$ cat config.mk
export PLATFORM = sky130hd
export DESIGN_NAME = mix_columns_stream
export DESIGN_NICKNAME = d
export VERILOG_FILES = /design/src/rtl/aes_mix_pkg.sv /design/src/rtl/mix_column_comb.sv /design/src/rtl/mix_columns_stream.sv
export SDC_FILE = /design/constraint.sdc
export NUM_CORES = 1
export LEC_CHECK = 0
export BUFFER_PORTS_ARGS = -buffer_cell sky130_fd_sc_hd__buf_2
export CORE_ASPECT_RATIO = 0.9
export CORE_MARGIN = 4
export CORE_UTILIZATION = 56
export DETAILED_ROUTE_END_ITERATION = 12
export MAX_ROUTING_LAYER = met4
export PLACE_DENSITY_LB_ADDON = 0.2
export RECOVER_POWER = 50
export SLEW_MARGIN = 10
export SYNTH_ARGS = -nofsm -noshare
export SYNTH_HDL_FRONTEND = slang
export SYNTH_SLANG_ARGS = --single-unit
$ cat constraint.sdc
create_clock -name clock -period 3 [get_ports clock]
set_input_delay 0.15 -clock clock [delete_from_list [all_inputs] [get_ports clock]]
set_output_delay 0.15 -clock clock [all_outputs]
set_load 0.05 [all_outputs]
$ cat src/rtl/aes_mix_pkg.sv
// Shared definitions for the streaming MixColumns stage.
//   AES_POLY  : low byte of the AES field polynomial 0x11B, folded in by xtime
//   col_t     : one 32-bit state column, row 0 in [31:24], row 3 in [7:0]
//   xtime     : multiply by 2 in GF(2^8)
//   gf_mul3   : multiply by 3 in GF(2^8)
//   gf_mul9/B/D/E : inverse-transform multipliers, present only when
//                   MIXCOL_INV_EN is defined
package aes_mix_pkg;

  localparam logic [7:0] AES_POLY = 8'h1B;

  typedef logic [31:0] col_t;

  function automatic logic [7:0] xtime(input logic [7:0] x);
    return {x[6:0], 1'b0} ^ (x[7] ? AES_POLY : 8'h00);
  endfunction

  function automatic logic [7:0] gf_mul3(input logic [7:0] x);
    return xtime(x) ^ x;
  endfunction

`ifdef MIXCOL_INV_EN
  // 9 = 8+1, B = 8+2+1, D = 8+4+1, E = 8+4+2
  function automatic logic [7:0] gf_mul9(input logic [7:0] x);
    return xtime(xtime(xtime(x))) ^ x;
  endfunction

  function automatic logic [7:0] gf_mulB(input logic [7:0] x);
    return xtime(xtime(xtime(x))) ^ xtime(x) ^ x;
  endfunction

  function automatic logic [7:0] gf_mulD(input logic [7:0] x);
    return xtime(xtime(xtime(x))) ^ xtime(xtime(x)) ^ x;
  endfunction

  function automatic logic [7:0] gf_mulE(input logic [7:0] x);
    return xtime(xtime(xtime(x))) ^ xtime(xtime(x)) ^ xtime(x);
  endfunction
`endif

endpackage

$ cat src/rtl/mix_column_comb.sv
// Purely combinational MixColumns of one column.
// Ports:
//   col_in  : input column {a0,a1,a2,a3}, a0 in [31:24]
//   bypass  : pass col_in straight through (final round); wins over inv
//   inv     : select InvMixColumns (port exists only with MIXCOL_INV_EN)
//   col_out : transformed column {b0,b1,b2,b3}
module mix_column_comb
  import aes_mix_pkg::*;
(
  input  logic [31:0] col_in,
  input  logic        bypass,
`ifdef MIXCOL_INV_EN
  input  logic        inv,
`endif
  output logic [31:0] col_out
);

  logic [7:0] a0, a1, a2, a3;
  col_t       fwd_col;

  assign a0 = col_in[31:24];
  assign a1 = col_in[23:16];
  assign a2 = col_in[15:8];
  assign a3 = col_in[7:0];

  // Circulant matrix 02 03 01 01, rotated one place right per row.
  assign fwd_col = {xtime(a0)   ^ gf_mul3(a1) ^ a2          ^ a3,
                    a0          ^ xtime(a1)   ^ gf_mul3(a2) ^ a3,
                    a0          ^ a1          ^ xtime(a2)   ^ gf_mul3(a3),
                    gf_mul3(a0) ^ a1          ^ a2          ^ xtime(a3)};

`ifdef MIXCOL_INV_EN
  col_t inv_col;

  // Circulant matrix 0E 0B 0D 09, same rotation as the forward path.
  assign inv_col = {gf_mulE(a0) ^ gf_mulB(a1) ^ gf_mulD(a2) ^ gf_mul9(a3),
                    gf_mul9(a0) ^ gf_mulE(a1) ^ gf_mulB(a2) ^ gf_mulD(a3),
                    gf_mulD(a0) ^ gf_mul9(a1) ^ gf_mulE(a2) ^ gf_mulB(a3),
                    gf_mulB(a0) ^ gf_mulD(a1) ^ gf_mul9(a2) ^ gf_mulE(a3)};

  assign col_out = bypass ? col_in : (inv ? inv_col : fwd_col);
`else
  assign col_out = bypass ? col_in : fwd_col;
`endif

endmodule

$ cat src/rtl/mix_columns_stream.sv
// Streaming MixColumns stage. Collects state bytes column-major, LANES bytes
// per beat, and emits one transformed 32-bit column per output transfer.
// Optional feature: define MIXCOL_INV_EN to add the decrypt port and the
// InvMixColumns path.
// Ports:
//   clock, reset        : rising-edge clock, synchronous active-high reset
//   in_valid/in_ready   : input beat handshake
//   in_data[8*LANES-1:0]: lane k carries row (byte_cnt + k), lane 0 = [7:0]
//   bypass              : final-round pass-through, taken from a column's first beat
//   decrypt             : InvMixColumns select, taken from a column's first beat
//   out_valid/out_ready : output column handshake
//   out_col[31:0]       : result column, row 0 in [31:24]
//   out_last            : out_col is column NB-1 of the block
// Handshake: a transfer happens on a rising edge where valid && ready are
// both high; the producer holds valid and its payload stable until that edge,
// and the consumer may change ready freely.
module mix_columns_stream
  import aes_mix_pkg::*;
#(
  parameter int LANES = 1,
  parameter int NB    = 4
) (
  input  logic               clock,
  input  logic               reset,
  input  logic               in_valid,
  output logic               in_ready,
  input  logic [8*LANES-1:0] in_data,
  input  logic               bypass,
`ifdef MIXCOL_INV_EN
  input  logic               decrypt,
`endif
  output logic               out_valid,
  input  logic               out_ready,
  output logic [31:0]        out_col,
  output logic               out_last
);

  if (!(LANES == 1 || LANES == 2 || LANES == 4)) begin : g_bad_lanes
    $error("mix_columns_stream: LANES must be 1, 2 or 4");
  end
  if (NB < 1 || NB > 8) begin : g_bad_nb
    $error("mix_columns_stream: NB must be in 1..8");
  end

  // With LANES=4 the step truncates to 0, so the byte counter stays at 0 and
  // every beat is both the first and the final beat of its column.
  localparam logic [1:0] LANE_STEP     = 2'(LANES);
  localparam logic [1:0] LAST_BYTE_CNT = 2'(4 - LANES);
  localparam logic [2:0] LAST_COL      = 3'(NB - 1);

  logic [1:0]  byte_cnt_q, byte_cnt_d;
  logic [2:0]  col_cnt_q, col_cnt_d;
  logic [7:0]  row_q [4];
  logic [7:0]  row_d [4];
  logic        bypass_q, bypass_d;
  logic        out_valid_q, out_valid_d;
  logic [31:0] out_col_q, out_col_d;
  logic        out_last_q, out_last_d;
`ifdef MIXCOL_INV_EN
  logic        decrypt_q, decrypt_d;
`endif

  logic        first_beat;
  logic        final_beat;
  logic        in_xfer;
  logic        load;
  logic [1:0]  row_idx;
  col_t        asm_col;
  col_t        mixed_col;

  // Input side: row assembly and mode latching.
  always_comb begin
    first_beat = (byte_cnt_q == 2'd0);
    final_beat = (byte_cnt_q == LAST_BYTE_CNT);
    // Only the completing beat needs room in the output register.
    in_ready   = !final_beat || !out_valid_q || out_ready;
    in_xfer    = in_valid && in_ready;
    load       = in_xfer && final_beat;

    row_d      = row_q;
    byte_cnt_d = byte_cnt_q;
    bypass_d   = bypass_q;
`ifdef MIXCOL_INV_EN
    decrypt_d  = decrypt_q;
`endif
    row_idx    = '0;

    if (in_xfer) begin
      for (int k = 0; k < LANES; k++) begin
        row_idx        = byte_cnt_q + 2'(k);
        row_d[row_idx] = in_data[8*k +: 8];
      end
      byte_cnt_d = byte_cnt_q + LANE_STEP;
      if (first_beat) begin
        bypass_d = bypass;
`ifdef MIXCOL_INV_EN
        decrypt_d = decrypt;
`endif
      end
    end

    // The transform sees the column including the beat being accepted now,
    // and the mode that applies to it (fresh on a single-beat column).
    asm_col = {row_d[0], row_d[1], row_d[2], row_d[3]};
  end

  mix_column_comb u_mix (
    .col_in  (asm_col),
    .bypass  (bypass_d),
`ifdef MIXCOL_INV_EN
    .inv     (decrypt_d),
`endif
    .col_out (mixed_col)
  );

  // Output register: a load in the drain cycle overrides the drain.
  always_comb begin
    out_valid_d = out_valid_q;
    out_col_d   = out_col_q;
    out_last_d  = out_last_q;
    col_cnt_d   = col_cnt_q;

    if (load) begin
      out_valid_d = 1'b1;
      out_col_d   = mixed_col;
      out_last_d  = (col_cnt_q == LAST_COL);
      col_cnt_d   = (col_cnt_q == LAST_COL) ? 3'd0 : col_cnt_q + 3'd1;
    end else if (out_ready) begin
      out_valid_d = 1'b0;
    end
  end

  always_ff @(posedge clock) begin
    if (reset) begin
      byte_cnt_q  <= '0;
      col_cnt_q   <= '0;
      bypass_q    <= 1'b0;
      out_valid_q <= 1'b0;
      out_col_q   <= '0;
      out_last_q  <= 1'b0;
      for (int i = 0; i < 4; i++) row_q[i] <= '0;
`ifdef MIXCOL_INV_EN
      decrypt_q   <= 1'b0;
`endif
    end else begin
      byte_cnt_q  <= byte_cnt_d;
      col_cnt_q   <= col_cnt_d;
      bypass_q    <= bypass_d;
      out_valid_q <= out_valid_d;
      out_col_q   <= out_col_d;
      out_last_q  <= out_last_d;
      row_q       <= row_d;
`ifdef MIXCOL_INV_EN
      decrypt_q   <= decrypt_d;
`endif
    end
  end

  assign out_valid = out_valid_q;
  assign out_col   = out_col_q;
  assign out_last  = out_last_q;

endmodule

# After elaboration in Yosys (flattened, before gate mapping)
# Cells that the tools add are included.
[classes]
bitwise = 21
order_cmp = 2
add_sub_neg = 2
mux = 14
n_reduce_logical = 9
n_eq_ne = 2
[op_table]
columns = ["op", "n"]
rows = [
  ["bitwise XOR 8 bit", 20],
  ["two-way mux 32 bit", 2],
  ["bitwise mux 32 bit", 1],
  ["two-way mux 5 bit", 4],
  ["demux 8 bit (select 2 bit)", 1],
  ["two-way mux 8 bit", 1],
  ["two-way mux 1 bit", 4],
  ["adder 3 x 1 -> 3 bit, second input constant", 1],
  ["equality test 3 x 2 -> 1 bit, second input constant", 1],
  ["greater-or-equal comparator 3 bit, second input constant", 1],
  ["logical AND 1 bit", 3],
  ["less-than comparator 3 x 1 -> 1 bit, second input constant", 1],
  ["two-way mux 3 bit", 1],
  ["inverter 2 -> 3 bit", 1],
  ["adder 2 x 1 -> 2 bit, second input constant", 1],
  ["equality test 2 bit, second input constant", 1],
  ["logical NOT 1 bit", 2],
  ["logical NOT 2 bit", 1],
  ["logical OR 1 bit", 2],
  ["nonzero test 2 bit", 1],
]
[totals]
output_inout_bits = 35
regBits = 72
wordCells = 60

# Longest topological paths before layout
# Gate-level depths: netlist (run 1).
[logic_depth]
ltp_word = 14
mapped_depth = 10
ltp_nobuf = 8

# Cells and area by module
# A second synthesis (run 1) with hierarchy kept.
[unflattened]
cells_unflattened = 502
hier_area_um2 = 4926.0
[by_module_without_submodules]
columns = ["module", "area_each_um2", "cells_per_inst", "seq_area_each_um2", "instances"]
rows = [
  ["mix_columns_stream", 3245.6, 350, 1441.4, 1],
  ["mix_column_comb", 1680.4, 152, 0.0, 1],
]

# Worst setup path after synthesis (run 1)
# OpenSTA, ideal clock, no wires.
[synth_timing]
path_type = "register to register"
startpoint = "register out_valid_q (netlist: out_valid)"
endpoint = "register out_col_q[21] (netlist: out_col[21])"
path_slack_ns = 0.526
stages_incl_launch_ff = 10
synth_period_minus_slack_ns = 2.474
t_arrival_ns = 2.341
required_time_ns = 2.866
path_buffers = 2
cell_sequence = "dfxtp_1 and3b_1 buf_6 clkinv_4 nand2_4 buf_2 mux2i_1 xnor3_1 xnor2_1 o221ai_1"
[synth_via]
elab_chain_cells = 10
elab_cells_between_ends = 14
cone_classes = "mux: 3; bitwise: 6; reduce/logical: 5"
[synth_lines]
columns = ["element", "line", "text"]
rows = [
  ["start, declared", "mix_columns_stream.sv:56", "logic out_valid_q, out_valid_d;"],
  ["start signal, assigned", "mix_columns_stream.sv:149", "out_valid_q <= out_valid_d;"],
  ["logical NOT 1 bit *", "mix_columns_stream.sv:76", "in_ready = !final_beat || !out_valid_q || out_ready;"],
  ["logical OR 1 bit * (2 in a row)", "mix_columns_stream.sv:76", ""],
  ["logical AND 1 bit *", "mix_columns_stream.sv:77", "in_xfer = in_valid && in_ready;"],
  ["two-way mux 32 bit", "mix_columns_stream.sv:88", "if (in_xfer) begin"],
  ["bitwise XOR 8 bit", "aes_mix_pkg.sv:15", "return {x[6:0], 1'b0} ^ (x[7] ? AES_POLY : 8'h00);"],
  ["bitwise XOR 8 bit, on equally long branches", "mix_column_comb.sv:28, aes_mix_pkg.sv:19", ""],
  ["bitwise XOR 8 bit (2 in a row)", "mix_column_comb.sv:28", "a0 ^ xtime(a1) ^ gf_mul3(a2) ^ a3,"],
  ["two-way mux 32 bit", "mix_column_comb.sv:43", "assign col_out = bypass ? col_in : fwd_col;"],
  ["end signal, assigned", "mix_columns_stream.sv:150", "out_col_q <= out_col_d;"],
  ["end, declared", "mix_columns_stream.sv:57", "logic [31:0] out_col_q, out_col_d;"],
]
# Every way passes the cells marked *; elsewhere a longest branch is shown, timed or not.
# A chain may end at the register's enable or synchronous reset.

# Worst setup path after layout (run 1)
[layout_timing]
startpoint = "register byte_cnt_q[0]"
endpoint = "register out_col_q[25] (netlist: out_col[25])"
[layout_via]
elab_chain_cells = 14
elab_cells_between_ends = 26
cone_classes = "order compare: 2; eq/ne: 1; mux: 9; bitwise: 7; reduce/logical: 7"
[layout_lines]
columns = ["element", "line", "text"]
rows = [
  ["start, declared", "mix_columns_stream.sv:51", "logic [1:0] byte_cnt_q, byte_cnt_d;"],
  ["start signal, assigned", "mix_columns_stream.sv:146", "byte_cnt_q <= byte_cnt_d;"],
  ["inverter 2 -> 3 bit (not written as such)", "mix_columns_stream.sv:91", "row_d[row_idx] = in_data[8*k +: 8];"],
  ["greater-or-equal comparator 3 bit (not written as such) / less-than comparator 3 x 1 -> 1 bit (equally long branches)", "mix_columns_stream.sv:91", ""],
  ["logical AND 1 bit (not written as such)", "mix_columns_stream.sv:91", ""],
  ["two-way mux 8 bit (not written as such)", "mix_columns_stream.sv:91", ""],
  ["demux 8 bit (select 2 bit)", "mix_columns_stream.sv:91", ""],
  ["bitwise mux 32 bit", "mix_columns_stream.sv:91", ""],
  ["two-way mux 32 bit", "mix_columns_stream.sv:88", ""],
  ["two-way mux 5 bit", "aes_mix_pkg.sv:15", ""],
  ["bitwise XOR 8 bit", "aes_mix_pkg.sv:15", ""],
  ["bitwise XOR 8 bit", "aes_mix_pkg.sv:19", "return xtime(x) ^ x;"],
  ["bitwise XOR 8 bit (3 in a row)", "mix_column_comb.sv:27", "assign fwd_col = {xtime(a0) ^ gf_mul3(a1) ^ a2 ^ a3,"],
  ["two-way mux 32 bit", "mix_column_comb.sv:43", ""],
]
# Parallel ways exist; a longest one is shown, timed or not.

==> results of run 1 <==
[per-layer routing]
| metal | vias to the layer above | track usage | wire length (um) |
|---|---|---|---|
| met2 | 188 | 0.4197 | 6374 |
| met1 | 1970 | 0.3656 | 5890 |
| li1 | 1964 | - | - |
| met5 | - | - | 0 |
| met4 | 0 | 0.09046 | 408 |
| met3 | 39 | 0.06404 | 1093 |
[registers in the layout (all words and copies together) (netlist names)]
register / flops
out_col: 32
row_q: 32
col_cnt_q: 3
byte_cnt_q: 2
bypass_q: 1
out_last: 1
out_valid: 1
[report_power, final]
group | internal [uW] | switching, uW
registers | 981 | 35.0
logic | 353 | 416
clock network | 410 | 402
[worst paths after layout]
| kind | slack (ps) | cells after the start | endpoint | from |
|---|---|---|---|---|
| worst max-delay path | 260 | 7 | out_col[25]$_SDFFE_PP0P_ | byte_cnt_q[0]$_SDFFE_PP0N_ |
| worst min-delay path | 180 | 3 | out_col[3]$_SDFFE_PP0P_ | in_data[3] |
| worst max register to register | 260 | 7 | out_col[25]$_SDFFE_PP0P_ | byte_cnt_q[0]$_SDFFE_PP0N_ |
| worst min register to register | 460 | 2 | out_last$_SDFFE_PP0P_ | out_last$_SDFFE_PP0P_ |
[critical path, delay by kind of cell (launching register included)]
family	cells	cell delay, ps
flops	1	360
compound gates	1	170
simple gates	2	680
fa+ha+maj	1	240
xor+xnor	2	650
mux	1	560
[logic make-up (layout without fill, tap and decap cells)]
logic type / after synthesis / in the layout / share of synthesized area
muxes: 40 / 40 / 0.09424
DFF: 72 / 72 / 0.2934
buffers and inverters: 53 / 99 / 0.05069
and+or+nand+nor: 125 / 125 / 0.1240
xor gates and xnor gates: 117 / 117 / 0.2550
adders and majority gates: 5 / 5 / 0.01274
AOI/OAI and AO/OA: 118 / 118 / 0.1699
[timing repair]
| action | CTS | global route |
|---|---|---|
| resized for setup | 0 | 3 |
| endpoints found under the setup margin | 0 | 11 |
| hold buffers | 0 | 0 |
[per-stage QoR]
step,instances,hold slack [ps]
global placement,679,437.8
finish,695,178.8
CTS,695,131.6
global route,695,197.8
detailed placement,679,441.7
floorplan,530,301.7
[cell type report]
cell class | instances | area [um2]
sequential | 72 | 1441
fill | 786 | 3141
timing repair buffer | 71 | 374.1
clock buffer | 10 | 137.6
multi-input combinational | 405 | 3208
tap | 119 | 148.9
inverter | 12 | 50.05
clock inverter | 6 | 67.56
[placed cells by master (no fill, tap or decap), types with 16 or more instances in the layout]
cell type and instances:
dfxtp_1 72, xnor2_1 46, clkbuf_1 37, mux2i_1 28
buf_4 20, o21ai_0 22, xnor3_1 16, nor2_1 48
nand2_1 34, a21oi_1 19, xor2_1 54, o221ai_1 27
==> impl_results.html, run 1 <==
<table>
<tr><th>Metric</th><th>Value</th></tr>
<tr><th colspan="2">Outcome</th></tr>
<tr><td>Result of the run</td><td>complete, no violations</td></tr>
<tr><th colspan="2">Die</th></tr>
<tr><td>Standard-cell rows</td><td>32</td></tr>
<tr><td>Initial standard-cell utilization of the core</td><td>0.5733</td></tr>
<tr><td>Top-level I/O count</td><td>48</td></tr>
<tr><td>Area of the die</td><td>0.01034 mm2</td></tr>
<tr><td>Core area</td><td>0.008568 mm2</td></tr>
<tr><td>Die Y</td><td>96.85 um</td></tr>
<tr><td>Die span in x</td><td>106.7 um</td></tr>
<tr><th colspan="2">Clock tree</th></tr>
<tr><td>CTS H-tree lvls</td><td>3</td></tr>
<tr><td>Clock Tree Buf Depth</td><td>2</td></tr>
<tr><td>Post CTS Setup Buffer Count</td><td>0</td></tr>
<tr><td>Clock latency of the later-clocked register in the worst-skew pair</td><td>360 ps</td></tr>
<tr><td>Clock net sink count</td><td>72</td></tr>
<tr><td>Cts bufs inserted</td><td>9</td></tr>
<tr><td>Clock root buffer master</td><td>clkbuf_8</td></tr>
<tr><td>Clock-pin slew of the registers on the worst-case setup and hold paths</td><td>80 ps</td></tr>
<tr><td>TritonCTS clock tree</td><td>built</td></tr>
<tr><th colspan="2">STA</th></tr>
<tr><td>Clock skew after layout</td><td>8.426 ps</td></tr>
<tr><td>Max-slew violations</td><td>0</td></tr>
<tr><td>Normalized max-slew margin</td><td>0.3797</td></tr>
<tr><td>Hold violation total from the final report</td><td>0</td></tr>
<tr><td>Fin Setup TNS</td><td>0 ps</td></tr>
<tr><td>Final worst setup slack</td><td>255.5 ps</td></tr>
<tr><td>Worst Tran Pin Value</td><td>930.4 ps</td></tr>
<tr><td>Fraction of the cycle the final worst path needs</td><td>0.9148</td></tr>
<tr><td>Finish-stage setup viols</td><td>0</td></tr>
<tr><td>Final period demand of the worst path</td><td>2744 ps</td></tr>
<tr><td>Maximum achievable frequency</td><td>0.3644 GHz</td></tr>
<tr><td>Unrepaired setup endpoints after global routing</td><td>false</td></tr>
<tr><th colspan="2">Placed design</th></tr>
<tr><td>Final GP Congestion</td><td>0.9050</td></tr>
<tr><td>Buffers added on ports</td><td>47</td></tr>
<tr><td>Placed Instance Area</td><td>0.005293 mm2</td></tr>
<tr><td>Pre-CTS setup slack</td><td>108.9 ps</td></tr>
<tr><td>Final HPWL DP</td><td>9895 um</td></tr>
<tr><th colspan="2">Global routing</th></tr>
<tr><td>Number of antenna violations at the first check in global routing</td><td>0</td></tr>
<tr><td>GRT overflow</td><td>0</td></tr>
<tr><td>GRT Total Usage</td><td>0.2766</td></tr>
<tr><td>Maximum number of pins on one net before global-route repair</td><td>46</td></tr>
<tr><td>Number of global-route vias before repair</td><td>4002</td></tr>
<tr><td>First-pass GRT wire length</td><td>21840 um</td></tr>
<tr><th colspan="2">Synthesis</th></tr>
<tr><td>Most frequently used cell type in the post-synthesis netlist</td><td>dfxtp_1</td></tr>
<tr><td>Post-synth top flop</td><td>dfxtp_1</td></tr>
<tr><td>Share of synthesized registers carrying an async set or reset</td><td>0</td></tr>
<tr><td>Post-synthesis sequential area ratio</td><td>0.2934</td></tr>
<tr><td>Number of distinct library cell variants in the gate-level netlist after synthesis</td><td>59</td></tr>
<tr><td>Post-synthesis area per instance</td><td>9.268 um2</td></tr>
<tr><td>FF+latch count, synth</td><td>72</td></tr>
<tr><td>Leading post-synthesis cells by instance count</td><td>72 x dfxtp_1, 54 x xor2_1, 50 x nor2_1</td></tr>
<tr><td>Post-Synthesis Net Count</td><td>548</td></tr>
<tr><td>Cells taking the most area after synthesis</td><td>dfxtp_1 29%, xor2_1 9.6%, xnor2_1 8.2%</td></tr>
<tr><td>Combined area of all synthesized cells</td><td>0.004912 mm2</td></tr>
<tr><td>Number of warning messages in the yosys log</td><td>0</td></tr>
<tr><td>Top-area cell type share of the netlist area</td><td>0.2934</td></tr>
<tr><td>Number of instances in the synthesized netlist</td><td>530</td></tr>
<tr><td>Cell type contributing the most total cell area after synthesis</td><td>dfxtp_1</td></tr>
<tr><td>Number of enable-type register cells in the synthesized netlist</td><td>0</td></tr>
<tr><th colspan="2">Routing</th></tr>
<tr><td>Number of DRC violations after detailed-routing iteration 0</td><td>316</td></tr>
<tr><td>First-pass detailed-route iteration total</td><td>5</td></tr>
<tr><td>Drt total wl</td><td>13770 um</td></tr>
<tr><td>DR vias</td><td>4161</td></tr>
<tr><td>Post-route antenna net violation count</td><td>0</td></tr>
<tr><td>Via density per instance</td><td>5.987</td></tr>
<tr><td>Mean routed wirelength per cell</td><td>19.81 um</td></tr>
<tr><td>Number of DRC violations after detailed routing</td><td>0</td></tr>
<tr><th colspan="2">Critical path</th></tr>
<tr><td>Launching element type of the critical path</td><td>register</td></tr>
<tr><td>Biggest fanout along the worst timing path</td><td>10</td></tr>
<tr><td>Required time of the worst setup path</td><td>3270 ps</td></tr>
<tr><td>Largest stage delay on the critical path</td><td>560 ps</td></tr>
<tr><td>Crit-path slowest cell</td><td>mux2i_2</td></tr>
<tr><td>Critical Path AT</td><td>3020 ps</td></tr>
<tr><td>Worst setup EP type</td><td>register</td></tr>
<tr><td>Cell-by-cell listing of the critical path</td><td>ha_1, and3b_2, nor2_8, mux2i_2, xnor2_1, xnor3_1, o221ai_1</td></tr>
<tr><td>Worst Path Class, Setup</td><td>reg -&gt; reg</td></tr>
<tr><th colspan="2">Power</th></tr>
<tr><td>Leak Pwr</td><td>0.002272 uW</td></tr>
<tr><td>Pwr Total</td><td>2597 uW</td></tr>
<tr><td>Power per cell area</td><td>478.4 mW/mm2</td></tr>
<tr><td>Worst IR Drop VDD</td><td>278.1 uV</td></tr>
<tr><th colspan="2">Finish</th></tr>
<tr><td>Fraction of layout cells with a size suffix above 1</td><td>0.1267</td></tr>
<tr><td>P&amp;R area growth vs syn</td><td>10.49%</td></tr>
<tr><td>Number of inserted diodes</td><td>0</td></tr>
<tr><td>Net count of the finished layout</td><td>589</td></tr>
<tr><td>Final Cell Area</td><td>0.005428 mm2</td></tr>
<tr><td>Layout Utilization</td><td>0.6335</td></tr>
<tr><th colspan="2">Flow run</th></tr>
<tr><td>Max-cap violations</td><td>0</td></tr>
<tr><th colspan="2">Worst hold path</th></tr>
<tr><td>Hold WC Path Type</td><td>in -&gt; reg</td></tr>
</table>
No activity file was read; power rests on OpenSTA's default activity.
==> inputs of run 2 (changes only) <==
Settings changed: CAP_MARGIN set to 10, CORE_UTILIZATION 56 to 49.
==> impl_results.html, run 2 (synthesized netlist as in run 1, its figures left out) <==
<table>
<tr><th>Metric</th><th>Value</th></tr>
<tr><th colspan="2">Die</th></tr>
<tr><td>Die span in x</td><td>113.5 um (+6.4%)</td></tr>
<tr><td>Top-level I/O count</td><td>48 (unchanged)</td></tr>
<tr><td>Initial standard-cell utilization of the core</td><td>0.5042 (-0.06907)</td></tr>
<tr><td>Die Y</td><td>103.0 um (+6.3%)</td></tr>
<tr><td>Standard-cell rows</td><td>34 (+6.3%)</td></tr>
<tr><td>Core area</td><td>0.009742 mm2 (+14%)</td></tr>
<tr><td>Area of the die</td><td>0.01169 mm2 (+13%)</td></tr>
<tr><th colspan="2">Clock tree</th></tr>
<tr><td>TritonCTS clock tree</td><td>built</td></tr>
<tr><td>Cts bufs inserted</td><td>9 (unchanged)</td></tr>
<tr><td>Post CTS Setup Buffer Count</td><td>0 (unchanged)</td></tr>
<tr><td>Clock Tree Buf Depth</td><td>2 (unchanged)</td></tr>
<tr><td>Hold_buf cts</td><td>0 (unchanged)</td></tr>
<tr><td>Number of gates resized after CTS</td><td>0 (unchanged)</td></tr>
<tr><td>CTS H-tree lvls</td><td>3 (unchanged)</td></tr>
<tr><td>Clock net sink count</td><td>72 (unchanged)</td></tr>
<tr><td>Clock root buffer master</td><td>clkbuf_8</td></tr>
<tr><td>Clock latency of the later-clocked register in the worst-skew pair</td><td>380 ps (+20 ps)</td></tr>
<tr><td>Clock-pin slew of the registers on the worst-case setup and hold paths</td><td>90 ps (about the same)</td></tr>
<tr><th colspan="2">Routing</th></tr>
<tr><td>Number of DRC violations after detailed-routing iteration 0</td><td>350 (+11%)</td></tr>
<tr><td>DR vias</td><td>4152 (-0.22%)</td></tr>
<tr><td>Number of DRC violations after detailed routing</td><td>0 (unchanged)</td></tr>
<tr><td>Mean routed wirelength per cell</td><td>19.96 um (+0.76%)</td></tr>
<tr><td>First-pass detailed-route iteration total</td><td>5 (unchanged)</td></tr>
<tr><td>Via density per instance</td><td>5.923 (-1.1%)</td></tr>
<tr><td>Drt total wl</td><td>13990 um (+1.6%)</td></tr>
<tr><td>Post-route antenna net violation count</td><td>0 (unchanged)</td></tr>
<tr><th colspan="2">Critical path</th></tr>
<tr><td>Cell-by-cell listing of the critical path</td><td>ha_1, and3b_1, nor3_1, buf_12, mux2i_1, xnor3_1, xnor2_1, o221ai_1</td></tr>
<tr><td>Largest stage delay on the critical path</td><td>530 ps (-30 ps)</td></tr>
<tr><td>Critical Path AT</td><td>3070 ps (+50 ps)</td></tr>
<tr><td>Startpoint of the worst register-to-register path</td><td>byte_cnt_q[0]$_SDFFE_PP0N_</td></tr>
<tr><td>Worst setup EP type</td><td>register</td></tr>
<tr><td>Reg2reg setup slack</td><td>170 ps (-90 ps)</td></tr>
<tr><td>Worst Path Class, Setup</td><td>reg -&gt; reg</td></tr>
<tr><td>Required time of the worst setup path</td><td>3230 ps (-40 ps)</td></tr>
<tr><td>Worst r2r dst</td><td>out_col[11]$_SDFFE_PP0P_</td></tr>
<tr><td>Crit-path slowest cell</td><td>xnor3_1</td></tr>
<tr><td>Launching element type of the critical path</td><td>register</td></tr>
<tr><td>Biggest fanout along the worst timing path</td><td>20 (+10)</td></tr>
<tr><td>FF-to-FF path depth</td><td>8 (+1)</td></tr>
<tr><th colspan="2">STA</th></tr>
<tr><td>Normalized max-slew margin</td><td>0.4817 (+0.1019)</td></tr>
<tr><td>Max-slew violations</td><td>0 (unchanged)</td></tr>
<tr><td>Hold violation total from the final report</td><td>0 (unchanged)</td></tr>
<tr><td>Fraction of the cycle the final worst path needs</td><td>0.9444 (+0.02961)</td></tr>
<tr><td>Clock skew after layout</td><td>17.84 ps (+9.417 ps)</td></tr>
<tr><td>Worst hold slack</td><td>159.6 ps (-19.24 ps)</td></tr>
<tr><td>Worst Tran Pin Value</td><td>774.6 ps (-155.8 ps)</td></tr>
<tr><td>Unrepaired setup endpoints after global routing</td><td>false</td></tr>
<tr><td>Maximum achievable frequency</td><td>0.3529 GHz (-3.1%)</td></tr>
<tr><td>Finish-stage setup viols</td><td>0 (unchanged)</td></tr>
<tr><td>Final period demand of the worst path</td><td>2833 ps (+88.84 ps)</td></tr>
<tr><td>Fin Setup TNS</td><td>0 ps (unchanged)</td></tr>
<tr><th colspan="2">Placed design</th></tr>
<tr><td>Final HPWL DP</td><td>10120 um (+2.3%)</td></tr>
<tr><td>Final GP Congestion</td><td>0.9700 (+7.2%)</td></tr>
<tr><td>Placed Instance Area</td><td>0.005294 mm2 (about the same)</td></tr>
<tr><td>Buffers added on ports</td><td>47 (unchanged)</td></tr>
<tr><th colspan="2">Global routing</th></tr>
<tr><td>First-pass GRT wire length</td><td>22000 um (+0.76%)</td></tr>
<tr><td>Maximum number of pins on one net before global-route repair</td><td>31 (-33%)</td></tr>
<tr><td>GRT overflow</td><td>0 (unchanged)</td></tr>
<tr><td>Number of global-route vias before repair</td><td>3994 (-0.20%)</td></tr>
<tr><td>GRT Total Usage</td><td>0.2520 (-0.02458)</td></tr>
<tr><td>Number of antenna violations at the first check in global routing</td><td>0 (unchanged)</td></tr>
<tr><th colspan="2">Finish</th></tr>
<tr><td>P&amp;R area growth vs syn</td><td>10.44% (about the same)</td></tr>
<tr><td>Final Cell Area</td><td>0.005425 mm2 (about the same)</td></tr>
<tr><td>Net count of the finished layout</td><td>588 (-0.17%)</td></tr>
<tr><td>Number of inserted diodes</td><td>0 (unchanged)</td></tr>
<tr><td>Top library cells by usage in the layout, fill and taps aside</td><td>72 x dfxtp_1, 54 x xor2_1, 49 x nor2_1, 46 x xnor2_1, 37 x clkbuf_1</td></tr>
<tr><td>Most frequent standard cell in the layout excluding fill and tap cells</td><td>dfxtp_1</td></tr>
<tr><td>Fraction of layout cells with a size suffix above 1</td><td>0.1148 (-0.01195)</td></tr>
<tr><th colspan="2">Worst hold path</th></tr>
<tr><td>Hold WC Path Type</td><td>in -&gt; reg</td></tr>
<tr><td>Worst Hold Launch</td><td>in_data[3]</td></tr>
<tr><td>Sink of the worst hold path</td><td>out_col[3]$_SDFFE_PP0P_</td></tr>
<tr><td>Count of cells along the worst hold path</td><td>3 (unchanged)</td></tr>
<tr><th colspan="2">Power</th></tr>
<tr><td>Leak Pwr</td><td>0.002290 uW (+0.75%)</td></tr>
<tr><td>Worst IR Drop VDD</td><td>264.8 uV (-4.8%)</td></tr>
<tr><td>Power per cell area</td><td>497.1 mW/mm2 (+3.9%)</td></tr>
<tr><th colspan="2">Flow run</th></tr>
<tr><td>Max-cap violations</td><td>0 (unchanged)</td></tr>
<tr><th colspan="2">Outcome</th></tr>
<tr><td>Result of the run</td><td>complete, no violations</td></tr>
</table>
[run 2: worst max path at each step]
stage | slack [ps] | end | startpoint | depth (start not counted)
floorplan | 530 | out_col[21]$_SDFFE_PP0P_ | out_valid$_SDFFE_PP0P_ | 9
global placement | 290 | out_col[25]$_SDFFE_PP0P_ | byte_cnt_q[0]$_SDFFE_PP0N_ | 7
detailed placement | 220 | out_col[25]$_SDFFE_PP0P_ | byte_cnt_q[0]$_SDFFE_PP0N_ | 7
CTS | 210 | out_col[17]$_SDFFE_PP0P_ | byte_cnt_q[0]$_SDFFE_PP0N_ | 7
global route | 60 | out_col[11]$_SDFFE_PP0P_ | byte_cnt_q[0]$_SDFFE_PP0N_ | 8
finish | 170 | out_col[11]$_SDFFE_PP0P_ | byte_cnt_q[0]$_SDFFE_PP0N_ | 8
[run 2: where the power goes]
group,internal (uW),switching (uW)
registers,981,34.0
logic,350,418
clock network,480,435
total,1810,887
[run 2: cell type report]
class / instances / area (um2)
Clock buffer: 9 / 123.9
Clock inverter: 7 / 102.6
Fill cell: 902 / 4317
Inverter: 12 / 50.05
Multi-Input combinational cell: 405 / 3183
Sequential cell: 72 / 1441
Tap cell: 126 / 157.7
Timing Repair Buffer: 70 / 366.6
[run 2: through the flow]
step | utilization | setup slack [ps] | std cells | power, uW
after floorplan | - | 525.6 | 530 | 1628
after global placement | 0.5434 | 290.4 | 685 | 1796
after CTS | 0.5667 | 205.6 | 701 | 2712
final | 0.5569 | 166.7 | 701 | 2697
after global routing | 0.5569 | 55.56 | 701 | 2803
after detailed placement | 0.5434 | 224.7 | 685 | 1803
[run 2: per-layer routing]
metal / share of wire / global-route usage / up-vias
li1: - / - / 1964
met1: 0.46 / 0.3314 / 2020
met2: 0.46 / 0.3957 / 138
met3: 0.055 / 0.04577 / 30
met4: 0.022 / 0.08133 / 0
met5: 0 / - / -
[run 2: worst max-delay path: cells and delay by family, from the launching register on]
| kind | cells | cell delay (ps) |
|---|---|---|
| simple gates | 2 | 610 |
| xor+xnor | 2 | 680 |
| buf+inv | 1 | 240 |
| mux | 1 | 410 |
| flops | 1 | 360 |
| compound gates | 1 | 150 |
| fa+ha+maj | 1 | 230 |
==> inputs of run 3 (changes only) <==
Settings changed: ABC_AREA set to 1.
==> impl_results.html, run 3 <==
<table>
<tr><th>Metric</th><th>Value</th></tr>
<tr><th colspan="2">Routing</th></tr>
<tr><td>Via density per instance</td><td>5.292 (-11%)</td></tr>
<tr><td>Post-route antenna net violation count</td><td>0 (unchanged)</td></tr>
<tr><td>Highest layer used for signal routing</td><td>met4</td></tr>
<tr><td>Drt total wl</td><td>16680 um (+19%)</td></tr>
<tr><td>DR vias</td><td>6308 (+52%)</td></tr>
<tr><td>First-pass detailed-route iteration total</td><td>5 (unchanged)</td></tr>
<tr><td>Met1 Wirelength</td><td>7171 um (+11%)</td></tr>
<tr><td>Number of DRC violations after detailed routing</td><td>0 (unchanged)</td></tr>
<tr><td>Mean routed wirelength per cell</td><td>13.99 um (-30%)</td></tr>
<tr><td>DR WL met3</td><td>1112 um (+43%)</td></tr>
<tr><td>Number of DRC violations after detailed-routing iteration 0</td><td>619 (+77%)</td></tr>
<tr><td>Routed wire length on met2</td><td>7755 um (+20%)</td></tr>
<tr><th colspan="2">Global routing</th></tr>
<tr><td>GRT Total Usage</td><td>0.2664 (+0.01432)</td></tr>
<tr><td>Maximum number of pins on one net before global-route repair</td><td>85 (+170%)</td></tr>
<tr><td>First-pass GRT wire length</td><td>27440 um (+25%)</td></tr>
<tr><td>Number of antenna violations at the first check in global routing</td><td>0 (unchanged)</td></tr>
<tr><td>Number of global-route vias before repair</td><td>5532 (+39%)</td></tr>
<tr><td>GRT overflow</td><td>0 (unchanged)</td></tr>
<tr><th colspan="2">Finish</th></tr>
<tr><td>Top library cells by usage in the layout, fill and taps aside</td><td>518 x nand2_1, 80 x nand3_1, 72 x dfxtp_1, 67 x a21oi_1, 63 x inv_1</td></tr>
<tr><td>Number of inserted diodes</td><td>0 (unchanged)</td></tr>
<tr><td>Fraction of layout cells with a size suffix above 1</td><td>0.07692 (-0.03786)</td></tr>
<tr><td>P&amp;R area growth vs syn</td><td>9.634%</td></tr>
<tr><td>Net count of the finished layout</td><td>1053 (+79%)</td></tr>
<tr><td>Most frequent standard cell in the layout excluding fill and tap cells</td><td>nand2_1</td></tr>
<tr><td>Number of filler instances in the final layout</td><td>1207 (+34%)</td></tr>
<tr><th colspan="2">Critical path</th></tr>
<tr><td>Reg2reg setup slack</td><td>370 ps (+210 ps)</td></tr>
<tr><td>Worst Path Class, Setup</td><td>reg -&gt; reg</td></tr>
<tr><td>Startpoint of the worst register-to-register path</td><td>byte_cnt_q[1]$_SDFFE_PP0N_</td></tr>
<tr><td>FF-to-FF path depth</td><td>14 (+6)</td></tr>
<tr><td>Critical Path AT</td><td>2860 ps (-210 ps)</td></tr>
<tr><td>Required time of the worst setup path</td><td>3230 ps (about the same)</td></tr>
<tr><td>Worst setup EP type</td><td>register</td></tr>
<tr><td>Biggest fanout along the worst timing path</td><td>46 (+130%)</td></tr>
<tr><td>Worst r2r dst</td><td>out_col[0]$_SDFFE_PP0P_</td></tr>
<tr><td>Launching element type of the critical path</td><td>register</td></tr>
<tr><th colspan="2">Synthesis</th></tr>
<tr><td>Leading post-synthesis cells by instance count</td><td>517 x nand2_1, 79 x nand3_1, 72 x dfxtp_1</td></tr>
<tr><td>Post-Synthesis Net Count</td><td>1026 (+87%)</td></tr>
<tr><td>Top-area cell type share of the netlist area</td><td>0.3467 (+0.05324)</td></tr>
<tr><td>Cells taking the most area after synthesis</td><td>nand2_1 35%, dfxtp_1 26%, nand3_1 7.1%</td></tr>
<tr><td>Most frequently used cell type in the post-synthesis netlist</td><td>nand2_1</td></tr>
<tr><td>Number of instances in the synthesized netlist</td><td>1008 (+90%)</td></tr>
<tr><td>Combined area of all synthesized cells</td><td>0.005598 mm2 (+14%)</td></tr>
<tr><td>Share of synthesized registers carrying an async set or reset</td><td>0 (unchanged)</td></tr>
<tr><td>Post-synthesis area per instance</td><td>5.553 um2 (-40%)</td></tr>
<tr><td>Number of enable-type register cells in the synthesized netlist</td><td>0 (unchanged)</td></tr>
<tr><td>Post-synth top flop</td><td>dfxtp_1</td></tr>
<tr><td>Number of distinct library cell variants in the gate-level netlist after synthesis</td><td>36 (-39%)</td></tr>
<tr><td>Cell type contributing the most total cell area after synthesis</td><td>nand2_1</td></tr>
<tr><td>FF+latch count, synth</td><td>72 (unchanged)</td></tr>
<tr><td>Post-synthesis sequential area ratio</td><td>0.2575 (-0.03594)</td></tr>
<tr><td>Number of warning messages in the yosys log</td><td>0 (unchanged)</td></tr>
<tr><th colspan="2">Die</th></tr>
<tr><td>Area of the die</td><td>0.01320 mm2 (+13%)</td></tr>
<tr><td>Core area</td><td>0.01099 mm2 (+13%)</td></tr>
<tr><td>Top-level I/O count</td><td>48 (unchanged)</td></tr>
<tr><td>Standard-cell rows</td><td>36 (+5.9%)</td></tr>
<tr><td>Initial standard-cell utilization of the core</td><td>0.5093 (+0.005097)</td></tr>
<tr><td>Die Y</td><td>109.4 um (+6.2%)</td></tr>
<tr><td>Die span in x</td><td>120.7 um (+6.3%)</td></tr>
<tr><th colspan="2">STA</th></tr>
<tr><td>Worst Tran Pin Value</td><td>700.5 ps (-74.13 ps)</td></tr>
<tr><td>Maximum achievable frequency</td><td>0.3805 GHz (+7.8%)</td></tr>
<tr><td>Hold violation total from the final report</td><td>0 (unchanged)</td></tr>
<tr><td>Worst hold slack</td><td>227.7 ps (+68.09 ps)</td></tr>
<tr><td>Clock skew after layout</td><td>5.452 ps (-12.39 ps)</td></tr>
<tr><td>Max-slew violations</td><td>0 (unchanged)</td></tr>
<tr><td>Fraction of the cycle the final worst path needs</td><td>0.8761 (-0.06837)</td></tr>
<tr><td>Normalized max-slew margin</td><td>0.5350 (+0.05333)</td></tr>
<tr><td>Finish-stage setup viols</td><td>0 (unchanged)</td></tr>
<tr><td>Fin Setup TNS</td><td>0 ps (unchanged)</td></tr>
<tr><td>Final period demand of the worst path</td><td>2628 ps (-205.1 ps)</td></tr>
<tr><td>Unrepaired setup endpoints after global routing</td><td>false</td></tr>
<tr><th colspan="2">Clock tree</th></tr>
<tr><td>Clock-pin slew of the registers on the worst-case setup and hold paths</td><td>60 ps (-30 ps)</td></tr>
<tr><td>Clock root buffer master</td><td>clkbuf_16</td></tr>
<tr><td>Clock latency of the later-clocked register in the worst-skew pair</td><td>340 ps (-40 ps)</td></tr>
<tr><td>Clock Tree Buf Depth</td><td>2 (unchanged)</td></tr>
<tr><td>TritonCTS clock tree</td><td>built</td></tr>
<tr><td>Cts bufs inserted</td><td>9 (unchanged)</td></tr>
<tr><td>Clock net sink count</td><td>72 (unchanged)</td></tr>
<tr><td>Hold_buf cts</td><td>0 (unchanged)</td></tr>
<tr><td>Number of gates resized after CTS</td><td>0 (unchanged)</td></tr>
<tr><td>CTS H-tree lvls</td><td>3 (unchanged)</td></tr>
<tr><td>Post CTS Setup Buffer Count</td><td>0 (unchanged)</td></tr>
<tr><th colspan="2">Placed design</th></tr>
<tr><td>Final GP Congestion</td><td>0.9391 (-3.2%)</td></tr>
<tr><td>Buffers added on ports</td><td>47 (unchanged)</td></tr>
<tr><td>Final HPWL DP</td><td>11830 um (+17%)</td></tr>
<tr><th colspan="2">Power</th></tr>
<tr><td>Worst IR Drop VDD</td><td>368.2 uV (+39%)</td></tr>
<tr><td>Power per cell area</td><td>523.4 mW/mm2 (+5.3%)</td></tr>
<tr><td>Leak Pwr</td><td>0.003092 uW (+35%)</td></tr>
<tr><th colspan="2">Worst hold path</th></tr>
<tr><td>Count of cells along the worst hold path</td><td>6 (+3)</td></tr>
<tr><td>Worst Hold Launch</td><td>out_ready</td></tr>
<tr><td>Hold WC Path Type</td><td>in -&gt; reg</td></tr>
<tr><td>Sink of the worst hold path</td><td>out_valid$_SDFFE_PP0P_</td></tr>
<tr><th colspan="2">Flow run</th></tr>
<tr><td>Max-cap violations</td><td>0 (unchanged)</td></tr>
<tr><th colspan="2">Outcome</th></tr>
<tr><td>Result of the run</td><td>complete, no violations</td></tr>
</table>
[run 3: cell types whose count changed in the layout (fill, tap and decap cells not counted), sizes merged, moves of 37 or more]
| cell | change |
|---|---|
| xnor2 | -45 |
| nand2 | +506 |
| mux2i | -37 |
| a21oi | +49 |
| inv | +56 |
| xor2 | -51 |
| nand3 | +74 |
[run 3: layer usage]
metal | global-route usage | vias to the layer above
li1 | - | 3238
met1 | 0.3244 | 2769
met2 | 0.4440 | 251
met3 | 0.04115 | 50
met4 | 0.1117 | 0
met5 | - | -
[run 3: kinds of logic (layout without fill, tap and decap cells)]
family / after synthesis / after routing / share of synthesized area
AO/OA/AOI/OAI: 122 / 122 / 0.1198
XOR/XNOR: 5 / 5 / 0.007824
adder cells (fa/ha/maj): 5 / 5 / 0.01118
buffers and inverters: 114 / 146 / 0.09275
flip-flops: 72 / 72 / 0.2575
AND/OR/NAND/NOR: 690 / 690 / 0.5110
[run 3: layout make-up]
cell class | instances | area, um2 | share of cell area
clock inverter | 7 | 95.09 | 0.01549
multi-input combinational | 822 | 3623 | 0.5904
sequential | 72 | 1441 | 0.2349
timing repair buffer | 58 | 291.5 | 0.04750
tap | 152 | 190.2 | 0.03099
inverter | 72 | 270.3 | 0.04404
clock buffer | 9 | 225.2 | 0.03670
[run 3: how the worst max path moves through the flow]
stage	start	to	slack, ps
final	byte_cnt_q[1]$_SDFFE_PP0N_	out_col[0]$_SDFFE_PP0P_	370
after global routing	byte_cnt_q[1]$_SDFFE_PP0N_	out_col[0]$_SDFFE_PP0P_	40
after CTS	byte_cnt_q[1]$_SDFFE_PP0N_	out_col[0]$_SDFFE_PP0P_	390
after detailed placement	byte_cnt_q[1]$_SDFFE_PP0N_	out_col[0]$_SDFFE_PP0P_	410
after global placement	byte_cnt_q[0]$_SDFFE_PP0N_	out_col[0]$_SDFFE_PP0P_	480
after floorplan	out_valid$_SDFFE_PP0P_	out_col[0]$_SDFFE_PP0P_	910
[run 3: power breakdown]
part           internal, uW  switching [uW]
combinational           295             715
clock                   730             452
sequential              997            23.9
total                  2020            1190
[run 3: critical path, stage by stage (launching register included)]
cell and delay, ps:
dfxtp_1 360, ha_1 360, nand3_4 280, nand2_8 350, nand2_1 80, nand2_1 360
nand2_1 100, nand2_1 160, nand2_1 90, nand2_1 90, nand2_1 40, nand2_1 50
nand2_1 40, nand2_1 80, a21oi_2 60
[run 3: metrics by stage]
step                instance area [um2]  instances  worst slack [ps]  total power [uW]  utilization
finish                             6137       1192             371.8              3212       0.5584
global route                       6137       1192             40.65              3407       0.5584
CTS                                6202       1192             390.6              3222       0.5643
detailed placement                 5882       1176             407.2              2037       0.5352
global placement                   5882       1176             477.1              2028       0.5352
floorplan                          5598       1008             908.1              1828            -
